===== src/rtl/reg_dump_reader_g7.sv =====
// Register-file dump sequencer: walks x0..NREGS-1 through a one-cycle-latency
// register-file read port and presents each value on a valid/ready stream.
module reg_dump_reader_g7 #(
    parameter int NREGS = 32,
    parameter int XLEN  = 32
) (
    input  logic            clk,
    input  logic            rst,
    input  logic            start,
    output logic            busy,
    output logic            done,
    output logic [4:0]      rf_raddr,
    input  logic [XLEN-1:0] rf_rdata,
    output logic            out_valid,
    input  logic            out_ready,
    output logic [4:0]      out_idx,
    output logic [XLEN-1:0] out_data
);

    typedef enum logic [2:0] {
        ST_IDLE,
        ST_READ,
        ST_LATCH,
        ST_SEND,
        ST_DONE
    } state_t;

    localparam logic [4:0] LAST_IDX = 5'(NREGS - 1);

    state_t     state;
    state_t     state_nxt;
    logic [4:0] idx;
    logic       xfer;

    assign xfer = (state == ST_SEND) && out_ready;

    // NOTE: sequential state is updated with non-blocking assignments only, so
    // every register samples the pre-edge values regardless of block order.
    always_ff @(posedge clk or negedge rst) begin
        if (!rst) begin
            state <= ST_IDLE;
        end else begin
            state <= state_nxt;
        end
    end

    // NOTE: the default assignment first keeps this block free of inferred latches.
    always_comb begin
        state_nxt = state;
        case (state)
            ST_IDLE:  if (start) state_nxt = ST_READ;
            ST_READ:  state_nxt = ST_LATCH;
            ST_LATCH: state_nxt = ST_SEND;
            ST_SEND: begin
                if (xfer) state_nxt = (idx == LAST_IDX) ? ST_DONE : ST_READ;
            end
            ST_DONE:  state_nxt = ST_IDLE;
            default:  state_nxt = ST_IDLE;
        endcase
    end

    always_ff @(posedge clk or negedge rst) begin
        if (!rst) begin
            idx <= '0;
        end else if (state == ST_IDLE && start) begin
            idx <= '0;
        end else if (xfer && idx != LAST_IDX) begin
            idx <= idx + 5'd1;
        end
    end

    // Read data is captured in LATCH, one cycle after the address was issued.
    always_ff @(posedge clk or negedge rst) begin
        if (!rst) begin
            out_idx  <= '0;
            out_data <= '0;
        end else if (state == ST_LATCH) begin
            out_idx  <= idx;
            out_data <= rf_rdata;
        end
    end

    assign busy      = (state != ST_IDLE);
    assign done      = (state == ST_DONE);
    assign out_valid = (state == ST_SEND);
    assign rf_raddr  = (state == ST_READ || state == ST_LATCH) ? idx : 5'd0;

endmodule


===== config.mk =====
export PLATFORM = sky130hd
export DESIGN_NAME = reg_dump_reader_g7
export DESIGN_NICKNAME = d
export VERILOG_FILES = /design/src/rtl/reg_dump_reader_g7.sv
export SDC_FILE = /design/constraint.sdc
export NUM_CORES = 1
export LEC_CHECK = 0
export CAP_MARGIN = 20
export CELL_PAD_IN_SITES_DETAIL_PLACEMENT = 0
export CELL_PAD_IN_SITES_GLOBAL_PLACEMENT = 1
export CORE_ASPECT_RATIO = 0.9
export CORE_UTILIZATION = 31
export CTS_CLUSTER_SIZE = 20
export DETAILED_ROUTE_END_ITERATION = 16
export HOLD_SLACK_MARGIN = 0.06
export PLACE_DENSITY_LB_ADDON = 0.1
export SLEW_MARGIN = 20
export SYNTH_ARGS = -nofsm -noshare
export SYNTH_HDL_FRONTEND = slang
export SYNTH_SLANG_ARGS = --single-unit

===== constraint.sdc =====
create_clock -name clk -period 1.8 [get_ports clk]
set_clock_uncertainty 0.2 [all_clocks]
set_input_delay 0.18 -clock clk [delete_from_list [all_inputs] [get_ports clk]]
set_output_delay 0.18 -clock clk [all_outputs]
set_load 0.02 [all_outputs]

==> flow_metrics.py <==
metrics = {
    "outcome": {
        "outcome": "finished, violations left",
        "violations": "negative setup slack",
    },
    "clocking": {
        "tritoncts.num_buffers": 5,
        "htreeDepth": 2,
        "clock_latency_ns": 0.28,
        "cts_root_buf": "clkbuf_8",
        "clockBufferDepth": 2,
        "cts.sinks": 45,
        "cts_tree": "yes",
        "clk_pin_slew_ns": 0.08,
    },
    "final_layout": {
        "final_common_cell": "clkdlybuf4s50_1",
        "num_antenna_cells": 0,
        "area_growth_pct": 55.7,
        "drive_above_1_share_pct": 35.8,
        "final_cell_mix": "71 x clkdlybuf4s50_1, 44 x dfrtp_1, 30 x mux2_4",
        "fillCellCount": 558,
        "register_area_um2": 1130,
        "final_nets": 266,
        "final_cells": 316,
        "fin_util_pct": 50.6,
        "multi_input_area_um2": 828,
    },
    "pwr": {
        "vdd_drop_max_v": 0.000779,
        "clkPwrFrac_pct": 10.1,
        "p_seq_share_pct": 31.1,
        "p_per_area_nw_per_um2": 1850,
        "leakagePower_nw": 1.38,
        "p_comb_share_pct": 58.9,
        "switching_share_pct": 34.9,
        "power_switching_mw": 2.01,
        "internal_power_mw": 3.76,
    },
    "placement": {
        "gp_congestion": 0.763,
        "dp_hpwl_um": 3310,
        "numPlacedInstances": 303,
        "numPortBuffers": 80,
    },
    "yosys": {
        "ys.warnings.count": 0,
        "synth-seq-area-share_pct": 56.1,
        "synth_nets": 165,
        "synth_cells": 127,
        "yosysUniqueCellTypes": 25,
        "netlist_area_um2": 2010,
        "synth_seq_cells": 45,
        "avgSynthCellArea_um2": 15.8,
    },
    "worst_setup_path": {
        "arrival_ns": 1.77,
        "crit_type": "flop to flop",
        "required_ns": 1.77,
        "worstReg2RegStart": "state[2]",
        "reg2reg_depth": 5,
        "crit_start": "state[2]",
        "r2r_setup_slack_ns": -0.002,
        "crit-reg2reg-capture": "out_data[15]",
        "cp_max_fo": 16,
        "worst_setup_path_start_kind": "flop",
        "crit_end": "out_data[15]",
        "end_kind": "flop",
    },
    "sta": {
        "hold_viol_final": 0,
        "fin_crit_ns": 1.80,
        "rsz0062_at_grt": "yes",
        "period_share_pct": 100,
        "worst_pin_slew_ns": 0.288,
        "fmax_ghz": 0.555,
        "maxSlewHeadroom_pct": 80.8,
        "worst_slack_ns": -0.00181,
        "setup_violations": 3,
        "drv_slew": 0,
        "final.setup.tns_ns": -0.00415,
    },
    "global_routing": {
        "grt_max_degree": 23,
        "grt.overflow.total": 0,
        "grt_pass1_vias": 1461,
        "grt_usage_pct": 13.7,
        "grt_pass1_wl_um": 7080,
        "antenna_found_initial": 0,
    },
    "run": {
        "cap_viol_max_count": 0,
    },
    "route": {
        "drt_iter0_drc": 18,
        "wl_per_cell_um": 13.8,
        "finalWirelength_um": 4380,
        "num_vias": 1368,
        "firstDrtPassIters": 4,
        "drc": 0,
        "vias_per_cell": 4.33,
        "drtAntennaViolNets": 0,
    },
    "floorplanning": {
        "fp.dieH_um": 78.4,
        "die_area_um2": 6800,
        "io_pins": 81,
        "floorplan.rows": 27,
        "core_um2": 6180,
        "die_w_um": 86.8,
        "start_util_pct": 32.5,
    },
    "min_path": {
        "holdCritPathClass": "input pin to async pin",
    },
}
## worst max-delay path, cell delays in order, from the launching register on
cell and delay, ns:
dfrtp_2 0.44, buf_4 0.15, nor3b_4 0.23, buf_4 0.16
buf_12 0.16, mux2_2 0.34
## power groups by stage
stage	clock network (mW)	registers, mW	logic [mW]
CTS	0.618	1.79	3.38
detailed placement	0	1.81	3.27
global route	0.670	1.86	3.61
global placement	0	1.79	3.23
finish	0.581	1.79	3.40
floorplan	0	2.31	1.44
## how the worst min path moves through the flow
stage / endpoint / slack, ns
after floorplan: idx[0] / -0.32
after global placement: out_data[31] / -0.14
after detailed placement: out_data[31] / -0.13
after CTS: out_data[31] / 0.08
after global routing: out_data[31] / 0.12
final: out_data[31] / 0.09
## sequential cells by signal, summed over array words and instances (netlist names)
signal and count:
idx 5, out_data 32, out_idx 5, state 3
## per-stage QoR
stage | setup WS, ns | area (um2) | hold slack [ns] | power, mW
final | -0.00181 | 3130 | 0.0911 | 5.77
after global placement | -0.106 | 2960 | -0.135 | 5.01
after CTS | -0.116 | 3080 | 0.0824 | 5.79
after global routing | -0.0693 | 3130 | 0.118 | 6.14
after detailed placement | -0.135 | 2960 | -0.128 | 5.08
after floorplan | 0.0448 | 2010 | -0.316 | 3.74
## final cells by class
class	instances	share of cell area [%]
Tap cell	87	3.48
Multi-Input combinational cell	76	26.5
Timing Repair Buffer	99	31.1
Clock inverter	1	0.240
Clock buffer	7	2.44
Sequential cell	45	36.1
Inverter	1	0.160
## timing repair
item,4_1_cts,5_1_grt
pin swaps,3,4
setup buffers,1,2
setup endpoints to repair,15,41
gates resized for setup,29,19
hold buffers,1,0
hold endpoints to repair,45,0
gates cloned,1,0
## Yosys cell counts, drive strengths merged
cell type | n | area share [%]
mux2i | 3 | 1.5
buf | 5 | 4.1
nand2 | 6 | 1.1
nand3b | 1 | 0.37
xnor2 | 1 | 0.44
o22ai | 1 | 0.31
or4b | 1 | 0.69
nand2b | 1 | 0.31
dfrtp | 45 | 56
nor2b | 1 | 0.31
clkinv | 1 | 0.25
o21ai | 2 | 0.50
nor2 | 5 | 0.93
mux2 | 37 | 26
and2 | 5 | 1.6
ha | 2 | 1.2
nand3 | 4 | 1.0
nor3 | 1 | 0.50
or3 | 1 | 0.37
nor3b | 2 | 1.3
a2bb2oi | 1 | 0.44
and3 | 1 | 0.31
## logic make-up (layout without fill, tap and decap cells)
| kind of cell | Yosys count | count (layout) | synth area share [%] |
|---|---|---|---|
| compound gates | 4 | 4 | 1.25 |
| xor+xnor | 1 | 1 | 0.436 |
| fa+ha+maj | 2 | 2 | 1.25 |
| buf+inv | 6 | 108 | 4.36 |
| flops | 45 | 45 | 56.1 |
| mux | 40 | 40 | 27.9 |
| simple gates | 29 | 29 | 8.79 |
## layer usage
metal  vias up  track usage, %  part of all wire [%]
li1        642               -                     -
met1       671            17.3                    45
met2        49            22.8                    49
met3         6            3.58                   5.1
met4         0            4.67                   1.3
met5         -               0                     0
(Power assumes the default switching activity.)
